**src/rtl/dff_bank_arbiter.sv**
```systemverilog
// Round-robin arbiter and write sequencer for one shared W-bit register.
// N requesters take turns owning the register for at most HOLD writes, with no idle cycle between owners.
//
// state   | meaning
// --------+------------------------------------------------------------
// ST_IDLE | no owner, gnt=0, arbitrating from ptr on every edge
// ST_OWN  | owner_q holds the grant; writes while its req stays high
module dff_bank_arbiter #(
  parameter int N    = 4,
  parameter int W    = 8,
  parameter int HOLD = 2
) (
  input  logic                 clk,
  input  logic                 reset,
  input  logic [N-1:0]         req,
  input  logic [N*W-1:0]       wdata,
  output logic [N-1:0]         gnt,
  output logic [W-1:0]         q,
  output logic [$clog2(N)-1:0] q_src,
  output logic                 wr,
  output logic                 busy
);

  localparam int PW = $clog2(N);
  localparam int CW = $clog2(HOLD + 1);

  localparam logic [0:0] ST_IDLE = 1'b0;
  localparam logic [0:0] ST_OWN  = 1'b1;

  logic [0:0]    state_q, state_d;
  logic [N-1:0]  gnt_q, gnt_d;
  logic [W-1:0]  data_q, data_d;
  logic [PW-1:0] src_q, src_d;
  logic          wr_q, wr_d;
  logic [PW-1:0] ptr_q, ptr_d;
  logic [PW-1:0] owner_q, owner_d;
  logic [CW-1:0] cnt_q, cnt_d;

  logic          own;
  logic          wr_en;
  logic          hit_hold;
  logic          release_own;
  logic [PW-1:0] next_ptr;
  logic [PW-1:0] arb_start;
  logic [PW-1:0] arb_idx;
  logic          arb_found;
  logic [N-1:0]  arb_onehot;
  logic [W-1:0]  owner_data;

  assign own         = (state_q == ST_OWN);
  assign owner_data  = wdata[owner_q*W +: W];
  assign wr_en       = own && req[owner_q];
  assign hit_hold    = wr_en && ((cnt_q + CW'(1)) == CW'(HOLD));
  assign release_own = own && (!req[owner_q] || hit_hold);
  assign next_ptr    = (owner_q == PW'(N - 1)) ? '0 : owner_q + PW'(1);
  // On release the search starts just past the old owner, so it competes last.
  assign arb_start   = release_own ? next_ptr : ptr_q;

  always_comb begin : arbitrate
    int cand;
    arb_found = 1'b0;
    arb_idx   = '0;
    cand      = 0;
    for (int i = 0; i < N; i++) begin
      cand = (int'(arb_start) + i) % N;
      if (!arb_found && req[PW'(cand)]) begin
        arb_found = 1'b1;
        arb_idx   = PW'(cand);
      end
    end
  end

  assign arb_onehot = {{(N-1){1'b0}}, 1'b1} << arb_idx;

  always_comb begin
    state_d = state_q;
    gnt_d   = gnt_q;
    data_d  = data_q;
    src_d   = src_q;
    wr_d    = 1'b0;
    ptr_d   = ptr_q;
    owner_d = owner_q;
    cnt_d   = cnt_q;
    if (state_q == ST_IDLE) begin
      if (arb_found) begin
        state_d = ST_OWN;
        owner_d = arb_idx;
        gnt_d   = arb_onehot;
        cnt_d   = '0;
      end else begin
        gnt_d = '0;
      end
    end else begin
      if (wr_en) begin
        data_d = owner_data;
        src_d  = owner_q;
        wr_d   = 1'b1;
        cnt_d  = cnt_q + CW'(1);
      end
      if (release_own) begin
        ptr_d = next_ptr;
        cnt_d = '0;
        if (arb_found) begin
          owner_d = arb_idx;
          gnt_d   = arb_onehot;
        end else begin
          gnt_d   = '0;
          state_d = ST_IDLE;
        end
      end
    end
  end

  always_ff @(posedge clk or negedge reset) begin
    if (!reset) begin
      state_q <= ST_IDLE;
      gnt_q   <= '0;
      data_q  <= '0;
      src_q   <= '0;
      wr_q    <= 1'b0;
      ptr_q   <= '0;
      owner_q <= '0;
      cnt_q   <= '0;
    end else begin
      state_q <= state_d;
      gnt_q   <= gnt_d;
      data_q  <= data_d;
      src_q   <= src_d;
      wr_q    <= wr_d;
      ptr_q   <= ptr_d;
      owner_q <= owner_d;
      cnt_q   <= cnt_d;
    end
  end

  assign gnt   = gnt_q;
  assign q     = data_q;
  assign q_src = src_q;
  assign wr    = wr_q;
  assign busy  = own;

endmodule
```
**config.mk**
```make
export PLATFORM = sky130hd
export DESIGN_NAME = dff_bank_arbiter
export DESIGN_NICKNAME = d
export VERILOG_FILES = /design/src/rtl/dff_bank_arbiter.sv
export SDC_FILE = /design/constraint.sdc
export NUM_CORES = 1
export LEC_CHECK = 0
export ABC_CLOCK_PERIOD_IN_PS = 5800
export BUFFER_PORTS_ARGS = -buffer_cell sky130_fd_sc_hd__buf_2
export CAP_MARGIN = 25
export CORE_ASPECT_RATIO = 1.2
export CORE_UTILIZATION = 45
export DETAILED_ROUTE_END_ITERATION = 12
export PLACE_DENSITY = 0.75
export RECOVER_POWER = 100
export SETUP_SLACK_MARGIN = 0.05
export SLEW_MARGIN = 20
export SYNTH_ARGS = -nofsm -noshare
export SYNTH_HDL_FRONTEND = slang
export SYNTH_SLANG_ARGS = --single-unit
```
**constraint.sdc**
```tcl
create_clock -name clk -period 5.8 [get_ports clk]
set_input_delay 0.29 -clock clk [delete_from_list [all_inputs] [get_ports clk]]
set_output_delay 0.29 -clock clk [all_outputs]
set_load 0.1 [all_outputs]
```
# Word-level counts from Yosys, hierarchy flattened
# Cells that the tools add are included.
# W data, S select, Z words.
dict set report word_totals {
  regBits 22
  latchBits 0
  ramBits 0
  romBits 0
  output_inout_bits 16
  mem_count 0
}
dict set report op_classes {
  addsub 5
  n_mul 0
  div_mod_pow 0
  n_lt_le_gt_ge 5
  n_eq_ne 4
  shifts 2
  n_mux 39
  n_bitwise 0
  n_reduce_logical 14
}
# op count
set ops {}
lappend ops {{$shiftx A32 B6 Y8} 1}
lappend ops {{$mux W2} 13}
lappend ops {{$mux W1} 18}
lappend ops {{$lt A2 B4 Y1 const B} 4}
lappend ops {{$mux W4} 3}
lappend ops {{$bmux W1 S2} 5}
lappend ops {{$add A2 B1 Y2 const B} 3}
lappend ops {{$logic_and A1 B1 Y1} 6}
lappend ops {{$add A2 B2 Y2 const B} 2}
lappend ops {{$eq A2 B2 Y1 const B} 2}
lappend ops {{$logic_not A1 Y1} 4}
lappend ops {{$reduce_and A2 Y1} 2}
lappend ops {{$shl A1 B2 Y4 const A} 1}
lappend ops {{$lt A2 B3 Y1 const B} 1}
lappend ops {{$ne A3 B1 Y1 const B} 1}
lappend ops {{$ne A2 B1 Y1 const B} 1}
lappend ops {{$reduce_bool A2 Y1} 1}
lappend ops {{$logic_or A1 B1 Y1} 1}

# Longest topological paths before layout
# Gate-level depths: netlist of the first run.
dict set report depth {
  ltp_word 24
  mapped_depth 9
}

# Least setup slack after synthesis of the first run
# No wires, ideal clock.
dict set report synth_timing {
  path_type {reg-to-reg}
  startpoint {reg state_q (netlist: busy)}
  endpoint {reg gnt_q[2] (netlist: gnt[2])}
  setup_ns 0.124
  arrival_time_ns 2.181
  required_ns 5.676
  slack_ns 3.495
  stages_incl_launch_ff 6
  n_path_buf 0
  synth_period_minus_slack_ns 2.305
  path_cell_list {dfrtp_1 > o21ai_1 > a211oi_2 > o21ai_1 > and4b_1 > a211o_1}
}
dict set report synth_via {
  elab_chain_len 22
  word_cells_on_any_way 39
  cone_classes {add/sub (3); eq/ne (1); shift (1); mux (24); reduce/logical (10)}
}
# element line_no
set synth_lines {}
lappend synth_lines {{from (decl)} 30} ;# logic [0:0] state_q, state_d;
lappend synth_lines {{from (signal assigned)} 125} ;# state_q <= state_d;
lappend synth_lines {{parallel branches: the longest is 22 deep, another holds $add A2 B1 Y2} n/a}
lappend synth_lines {{to (signal assigned)} 126} ;# gnt_q <= gnt_d;
lappend synth_lines {{to (decl)} 31} ;# logic [N-1:0] gnt_q, gnt_d;
# Parallel ways; which one is timed is not known. The select of a mux whose other input is x is not followed.
# A chain may end at the register's enable or synchronous reset.

# Worst setup path in the final report of the first run
dict set report layout_timing {
  startpoint {reg owner_q[1]}
  endpoint {reg gnt_q[2] (netlist: gnt[2])}
}
dict set report layout_via {
  elab_chain_len 24
  word_cells_on_any_way 45
  cone_classes {add/sub (4); eq/ne (2); shift (1); mux (27); reduce/logical (11)}
}
# element line_no
set layout_lines {}
lappend layout_lines {{from (decl)} 36} ;# logic [PW-1:0] owner_q, owner_d;
lappend layout_lines {{from (signal assigned)} 131} ;# owner_q <= owner_d;
lappend layout_lines {{parallel branches: the longest is 24 deep, another holds $add A2 B1 Y2} n/a}
# Parallel ways; which one is timed is not known. The select of a mux whose other input is x is not followed.

==> out/results.tsv, run 1 <==
metric	value	unit
post-CTS setup buffers	0	
Net Count, Synth	153	
share of layout cells above drive strength 1	0.380	
multiplexer share of the synthesized area	0.264	
H-tree depth	1	
IO Pins	54	
outcome	finished clean	
Fin. Hold Viols	0	
worst-path cell chain	mux2i_1 > o21ai_0 > a211oi_1 > o21ai_0 > and4b_1 > a211o_1	
RSZ-0062 raised after global routing	no	
Total GRT Usage	0.190	
Hold Crit Class	in2reg	
Post-Syn Area	1340	sq um
fmax	0.339	GHz
Clk Latency, worst-skew pair	300	ps
Hold Path Origin	req[1]	
DR vias	1138	
antenna diode count	0	
post-CTS sizing	0	
most frequent cells in the layout	buf_2, dfrtp_1, clkbuf_1, mux2_2, nand2_1	
CP max-delay cell	a211oi_1	
max cap viols	0	
Area Overhead vs Synth	18.9	%
Die Y	61.8	microns
Sink Count	22	
first-pass GRT wire length	4460	microns
CTS clk-pin slew, worst paths	110	ps
arrival time worst endpoint	3140	ps
R2R depth	6	
initial antenna violation count	0	
most used cell, CP	o21ai_0	
final period utilization	0.508	
Syn Inst Count	113	
worst endpoint required time	6000	ps
CTS Buffer Depth	2	
nature of the critical path endpoint	register	
Setup Crit Path Kind	reg2reg	
max_slew headroom	0.219	
CP Buf/Inv Count	0	
Final min period	2950	ps
drt via density	5.78	
Post-Synth XOR/XNOR Area	0	
setup TNS	0	ps
Filler cells	266	
M2 GR Usage	0.349	
EDFF count, synth	0	
num rows	21	
Hold EP	gnt[1]$_DFFE_PN0N_	
Yosys warning count	0	
Iteration-0 DRC Markers	21	
fin. max-slew vios	0	
met3 Resource Use GR	0.0219	
post-detailed-route wirelength per cell	14.9	microns
die width	51.8	microns
post-synthesis simple-gate area fraction	0.0980	
FF+latch count, synth	22	
most common cell after layout, fill and taps aside	buf_2	
die area	3200	sq um
grt total ovfl	0	
Synth Area in Adders	0.0187	
met1 Use GR	0.230	
Critical R2R Capture	gnt[2]$_DFFE_PN0N_	
count of final setup violators	0	
gr busiest metal	met2	
# DRC	0	
Async SR Flop Fraction	1.00	
Root Driver	clkbuf_4	
Main synth FF type	dfrtp_1	
Initial Utilization	0.477	
CTS tree	built	
CP Max Fanout	15	
sequential-to-total area share from yosys stat	0.411	
Crit path max-delay family	compound AO/OA/AOI/OAI gates	
DRT Pass-1 Iters	4	
Worst Hold Depth	3	
vias in the first global route	1042	
Final Wtd Congestion	0.794	
Slew @ Worst Pin	1170	ps
CP startpoint kind	register	
DPL Wire Length	2190	microns
largest net degree at the start of global routing	23	
syn avg cell area	11.9	sq um
crit-path max cell delay	850	ps
Final #Nets	205	
count of cell types in the netlist	34	
CTS buffer count	3	
final wirelength	2930	microns
input/output buffers	53	
setup slack, reg-to-reg	2850	ps
Core Region	2810	sq um
clock skew	1.36	ps
RR Startpoint	owner_q[1]$_DFFE_PN0P_	
largest family of logic cells by synthesized area	multiplexers	
antenna-violating nets left	0	
Synth Area in Compound Gates	0.153	
cts-stage hold buffer count	1	
registers in the layout (all words and copies together), names as in the netlist:
name and count:
q_src 2, wr 1, q 8, cnt_q 2, owner_q 2, ptr_q 2, gnt 4, busy 1
worst register-to-register path: stages, from the launching register on:
cell and delay, ps:
dfrtp_1 740, mux2i_1 390, o21ai_0 150, a211oi_1 850, o21ai_0 220, and4b_1 240
a211o_1 260
through the flow:
step	std cells	util	instance area [sq um]	hold WS [ps]	setup WS [ps]
3_3_place_gp	193	0.573	1610	279	3410
4_1_cts	197	0.585	1640	345	3270
3_5_place_dp	193	0.573	1610	284	3330
2_1_floorplan	113	-	1340	-5.59	3500
5_1_grt	197	0.567	1590	388	2570
6_report	197	0.567	1590	355	2850
final cells by class:
| type | count | area (sq um) | share of cell area |
|---|---|---|---|
| Tap cell | 34 | 42.5 | 0.0267 |
| Clock buffer | 3 | 22.5 | 0.0141 |
| Sequential cell | 22 | 551 | 0.346 |
| Timing Repair Buffer | 55 | 256 | 0.161 |
| Inverter | 8 | 30.0 | 0.0189 |
| Multi-Input combinational cell | 75 | 691 | 0.434 |
cell usage after synthesis, types with 2 or more instances:
library cell	n	share of area
o21ai_0	5	0.019
mux2_2	10	0.084
o2111ai_1	2	0.013
inv_1	7	0.020
ha_1	2	0.019
nor2_1	4	0.011
mux4_2	8	0.13
a211o_1	3	0.020
buf_2	5	0.019
dfrtp_1	22	0.41
nand3_1	3	0.011
a21oi_1	4	0.015
nand2b_1	4	0.019
o21ai_1	4	0.015
o211ai_1	2	0.011
clkbuf_1	2	0.0056
nand2_1	9	0.025
routing by layer:
layer	routed length, microns	part of all wire	up-vias
met2	1550	0.53	46
li1	-	-	525
met5	0	0	-
met3	178	0.061	2
met4	15	0.0051	0
met1	1190	0.41	565
kinds of logic (layout without fill, tap and decap cells):
| family | Yosys count | count (layout) |
|---|---|---|
| flip-flops | 22 | 22 |
| multiplexers | 22 | 22 |
| adder cells (fa/ha/maj) | 2 | 2 |
| AND/OR/NAND/NOR | 25 | 25 |
| AO/OA/AOI/OAI | 26 | 26 |
| buffers and inverters | 16 | 66 |
worst max-delay path by stage:
stage / endpoint / slack, ps / from / depth (start not counted)
2_1_floorplan: gnt[2]$_DFFE_PN0N_ / 3500 / busy$_DFF_PN0_ / 5
3_3_place_gp: gnt[2]$_DFFE_PN0N_ / 3410 / owner_q[0]$_DFFE_PN0P_ / 6
3_5_place_dp: gnt[2]$_DFFE_PN0N_ / 3330 / owner_q[0]$_DFFE_PN0P_ / 6
4_1_cts: gnt[2]$_DFFE_PN0N_ / 3270 / owner_q[0]$_DFFE_PN0P_ / 6
5_1_grt: gnt[2]$_DFFE_PN0N_ / 2570 / owner_q[1]$_DFFE_PN0P_ / 6
6_report: gnt[2]$_DFFE_PN0N_ / 2850 / owner_q[1]$_DFFE_PN0P_ / 6
Power of run 1 is left out: the tool's default activity adds up to more than one toggle a clock period on the data nets, which glitch-free logic cannot reach.
==> inputs of run 2 (changes only) <==
Settings changed: ABC_CLOCK_PERIOD_IN_PS 5800 to 3000.
Clock period 5.8 ns to 3 ns, I/O delays scaled along.
==> run 2 against run 1 <==
  * Setup slack worse by 2500 ps
  * Sequential cell count unchanged
  * Global-route usage grew 1.5 points
  * Worst hold slack worse by 180 ps
  * Wire length rose by 3.4%
  * Critical path depth unchanged
  * Via count is 0.44% lower
  * Critical path type unchanged
  * Critical endpoint unchanged
==> out/results.tsv, run 2 (synthesis results as in run 1) <==
metric	value	unit	change
final wirelength	3030	microns	was 2930 microns
nature of the critical path endpoint	register		unchanged
worst endpoint required time	3200	ps	was 6000 ps
drt via density	5.67		was 5.78
Sink Count	22		unchanged
FF/Latch Area	551	sq um	unchanged
DR WL met2	1610	microns	was 1550 microns
Root Driver	clkbuf_4		unchanged
grt total ovfl	0		unchanged
CTS tree	built		unchanged
Iteration-0 DRC Markers	34		was 21
share of layout cells above drive strength 1	0.392		was 0.380
Die Y	61.8	microns	unchanged
post-CTS setup buffers	0		unchanged
antenna-violating nets left	0		unchanged
Final #Nets	207		was 205
fin. max-slew vios	0		unchanged
DRT Pass-1 Iters	4		unchanged
DPL Wire Length	2360	microns	was 2190 microns
max_slew headroom	0.215		was 0.219
Total GRT Usage	0.205		was 0.190
CTS buffer count	3		unchanged
input/output buffers	53		unchanged
first-pass GRT wire length	4810	microns	was 4460 microns
IO Pins	54		unchanged
outcome	finished clean		unchanged
Final Wtd Congestion	0.824		was 0.794
Slew @ Worst Pin	1180	ps	was 1170 ps
crit-path max cell delay	760	ps	was 850 ps
largest net degree at the start of global routing	23		unchanged
CTS Buffer Depth	2		unchanged
initial antenna violation count	0		unchanged
Crit path max-delay family	compound AO/OA/AOI/OAI gates		unchanged
max cap viols	0		unchanged
DR vias	1133		was 1138
CP max-delay cell	dfrtp_1		was a211oi_1
die width	51.8	microns	unchanged
H-tree depth	1		unchanged
most common cell after layout, fill and taps aside	buf_2		unchanged
met3 wire length	174	microns	was 178 microns
CP startpoint kind	register		unchanged
vias in the first global route	1115		was 1042
post-route cell area	1630	sq um	was 1590 sq um
CTS clk-pin slew, worst paths	120	ps	was 110 ps
Clk Latency, worst-skew pair	310	ps	was 300 ps
count of final setup violators	0		unchanged
Initial Utilization	0.477		unchanged
clock skew	9.94	ps	was 1.36 ps
RSZ-0062 raised after global routing	no		unchanged
antenna diode count	0		unchanged
area post-placement	1630	sq um	was 1610 sq um
M1 wire length	1220	microns	was 1190 microns
fmax	0.384	GHz	was 0.339 GHz
Hold Crit Class	in2reg		unchanged
Hold WS	175	ps	was 355 ps
Final min period	2600	ps	was 2950 ps
# DRC	0		unchanged
post-detailed-route wirelength per cell	15.2	microns	was 14.9 microns
CP Max Fanout	15		unchanged
num rows	21		unchanged
max reg flops	8		unchanged
pre-CTS setup slack	497	ps	was 3330 ps
Fin. Hold Viols	0		unchanged
most used cell, CP	o21ai_0		unchanged
area of the multi-input gates	703	sq um	was 691 sq um
Filler cells	249		was 266
Final WS setup	396	ps	was 2850 ps
worst-path cell chain	mux2i_1 > o21ai_0 > a211oi_2 > o21ai_0 > and4b_1 > a211o_1		was mux2i_1 > o21ai_0 > a211oi_1 > o21ai_0 > and4b_1 > a211o_1
setup TNS	0	ps	unchanged
CP Buf/Inv Count	0		unchanged
final period utilization	0.868		was 0.508
arrival time worst endpoint	2800	ps	was 3140 ps
Setup Crit Path Kind	reg2reg		unchanged
most frequent cells in the layout	buf_2, dfrtp_1, clkbuf_1, mux2_2, nand2_1		unchanged
DR top layer	met4		unchanged
Area Overhead vs Synth	21.9	%	was 18.9%
Core Region	2810	sq um	unchanged
die area	3200	sq um	unchanged
## run 2: cell count changes in the layout (fill, tap and decap cells not counted)
cell	delta
or3_2	-1
mux2i_1	-1
clkbuf_8	+1
mux2i_4	+1
mux2_4	-1
or3_1	+1
buf_4	+2
a211oi_2	+1
mux2_1	+1
a211oi_1	-1
## run 2: path summary, 6_finish.rpt
path / startpoint / to / slack, ps / depth (start not counted)
setup reg to reg: owner_q[1]$_DFFE_PN0P_ / gnt[2]$_DFFE_PN0N_ / 400 / 6
max in group asynchronous: reset / q_src[0]$_DFFE_PN0P_ / 1720 / 2
min in group asynchronous: reset / q[4]$_DFFE_PN0P_ / 580 / 2
hold reg to reg: cnt_q[1]$_DFFE_PN0P_ / cnt_q[1]$_DFFE_PN0P_ / 490 / 2
setup / recovery: owner_q[1]$_DFFE_PN0P_ / gnt[2]$_DFFE_PN0N_ / 400 / 6
hold / removal: req[3] / gnt[3]$_DFFE_PN0N_ / 180 / 3
## run 2: metrics by stage
stage,util,std cells
floorplan,-,113
global placement,0.579,195
detailed placement,0.579,195
CTS,0.595,200
global route,0.581,200
finish,0.581,200
## run 2: worst register-to-register path, stage by stage, from the launching register on
cell and delay (ps):
dfrtp_1 760, mux2i_1 350, o21ai_0 150, a211oi_2 550
o21ai_0 190, and4b_1 230, a211o_1 260
## run 2: repair_timing
| action | 4_1_cts | 5_1_grt |
|---|---|---|
| endpoints found under the hold margin | 22 | 0 |
| hold buffers | 1 | 0 |
| resized for setup | 0 | 0 |
## run 2: final cells by class
cell class	instances	share of cell area
well taps	34	0.0260
inverters	8	0.0184
multi-input cells	75	0.430
flip-flops and latches	22	0.337
clock buffers	4	0.0222
repair buffers	57	0.166
## run 2: metal layers
| metal | up-vias | GRT usage |
|---|---|---|
| met5 | - | 0 |
| met4 | 0 | 0.0656 |
| met3 | 2 | 0.0292 |
| met2 | 45 | 0.408 |
| met1 | 553 | 0.222 |
| li1 | 533 | - |
Power of run 2 is left out for the same reason.
==> inputs of run 3 (changes only) <==
Settings changed: CORE_UTILIZATION 45 to 40, PLACE_DENSITY 0.75 to 0.68.
==> run 3 against run 2 <==
  * Setup slack better by 6.8 ps
  * Wire length shrank 5.6%
  * Utilization decreased by 6.6 points
  * Sequential cell count stayed put
  * Worst hold slack better by 19 ps
  * Global-route usage is 3.5 points lower
  * Sequential share of layout area up 0.34 points
  * Register-to-register slack about the same
==> out/results.tsv, run 3 (synthesis results as in run 1) <==
metric	value	unit	change
fin. max-slew vios	0		unchanged
post-detailed-route wirelength per cell	14.2	microns	was 15.2 microns
share of layout cells above drive strength 1	0.388		was 0.392
num rows	22		was 21
CP max-delay cell	dfrtp_1		unchanged
crit-path max cell delay	730	ps	was 760 ps
outcome	finished clean		unchanged
initial antenna violation count	0		unchanged
H-tree depth	1		unchanged
Final Wtd Congestion	0.797		was 0.824
antenna-violating nets left	0		unchanged
die width	54.8	microns	was 51.8 microns
most frequent cells in the layout	buf_2, dfrtp_1, clkbuf_1, mux2_2, nand2_1		unchanged
Total GRT Usage	0.170		was 0.205
Worst Hold Depth	3		unchanged
Iteration-0 DRC Markers	21		was 34
Slew @ Worst Pin	1220	ps	was 1180 ps
grt total ovfl	0		unchanged
max reg flops	8		unchanged
Final min period	2600	ps	about the same
antenna diode count	0		unchanged
Setup Crit Path Kind	reg2reg		unchanged
die area	3590	sq um	was 3200 sq um
Core Region	3140	sq um	was 2810 sq um
met3 Resource Use GR	0.0394		was 0.0292
CTS clk-pin slew, worst paths	120	ps	about the same
vias in the first global route	1083		was 1115
post-CTS sizing	0		unchanged
worst-path cell chain	mux2i_1 > o21ai_0 > a211oi_2 > o21ai_0 > and4b_1 > a211o_1		unchanged
final wirelength	2860	microns	was 3030 microns
R2R depth	6		unchanged
CTS buffer count	3		unchanged
CP Max Fanout	15		unchanged
Hold Crit Class	in2reg		unchanged
DPL Wire Length	2180	microns	was 2360 microns
gr busiest metal	met2		unchanged
max cap viols	0		unchanged
Sink Count	22		unchanged
nature of the critical path endpoint	register		unchanged
max_slew headroom	0.189		was 0.215
CP startpoint kind	register		unchanged
IO Pins	54		unchanged
input/output buffers	53		unchanged
first-pass GRT wire length	4400	microns	was 4810 microns
met1 Use GR	0.182		was 0.222
Clk Latency, worst-skew pair	300	ps	was 310 ps
count of final setup violators	0		unchanged
CTS tree	built		unchanged
Initial Utilization	0.427		was 0.477
final period utilization	0.866		was 0.868
Fin. Hold Viols	0		unchanged
Root Driver	clkbuf_4		unchanged
M2 GR Usage	0.318		was 0.408
clock skew	3.82	ps	was 9.94 ps
most common cell after layout, fill and taps aside	buf_2		unchanged
largest net degree at the start of global routing	23		unchanged
most used cell, CP	o21ai_0		unchanged
fmax	0.385	GHz	was 0.384 GHz
DRT Pass-1 Iters	4		unchanged
setup TNS	0	ps	unchanged
drt via density	5.40		was 5.67
Final #Nets	207		unchanged
CTS Buffer Depth	2		unchanged
arrival time worst endpoint	2800	ps	about the same
DR vias	1085		was 1133
worst endpoint required time	3200	ps	about the same
RSZ-0062 raised after global routing	no		unchanged
Filler cells	303		was 249
Area Overhead vs Synth	20.7	%	was 21.9%
Die Y	65.4	microns	was 61.8 microns
# DRC	0		unchanged
==> run 3: per-stage QoR <==
step / instances / hold WS, ps / worst slack, ps / area (sq um) / util
2_1_floorplan: 113 / -146 / 695 / 1340 / -
3_3_place_gp: 197 / 139 / 600 / 1630 / 0.519
3_5_place_dp: 197 / 143 / 516 / 1630 / 0.519
4_1_cts: 201 / 190 / 508 / 1660 / 0.530
5_1_grt: 201 / 206 / 210 / 1620 / 0.516
6_report: 201 / 194 / 403 / 1620 / 0.516
==> run 3: cell type report <==
type                       count  area (sq um)  share of cell area
sequential                    22           551               0.340
timing repair buffer          57           272               0.168
inverter                       8          30.0              0.0186
multi-input combinational     75           698               0.432
tap                           36          45.0              0.0278
clock buffer                   3          22.5              0.0139
==> run 3: final timing paths <==
path                                        startpoint              endpoint  slack, ps
worst max-delay path            owner_q[1]$_DFFE_PN0P_    gnt[2]$_DFFE_PN0N_        400
worst min-delay path                            req[1]    gnt[1]$_DFFE_PN0N_        190
worst max register to register  owner_q[1]$_DFFE_PN0P_    gnt[2]$_DFFE_PN0N_        400
worst min register to register    cnt_q[1]$_DFFE_PN0P_  cnt_q[1]$_DFFE_PN0P_        500
max in group asynchronous                        reset    gnt[1]$_DFFE_PN0N_       1670
min in group asynchronous                        reset      q[0]$_DFFE_PN0P_        600
==> run 3: what timing repair did <==
| item | in CTS | in global routing |
|---|---|---|
| hold buffers | 1 | 0 |
| setup endpoints to repair | 0 | 0 |
| hold endpoints to repair | 22 | 0 |
| buffers inserted | 0 | 0 |
==> run 3: layer usage <==
metal  part of all wire  vias up  wire length [microns]
met2               0.49       44                   1420
met5                  0        -                      0
met1               0.43      513                   1220
li1                   -      526                      -
met4             0.0035        0                     10
met3              0.076        2                    217
==> run 3: critical path, delay by kind of cell, from the launching register on <==
kind / cells / cell delay (ps)
AND/OR/NAND/NOR: 1 / 230
flip-flops: 1 / 730
AO/OA/AOI/OAI: 4 / 1190
multiplexers: 1 / 350
Power of run 3 is left out for the same reason.
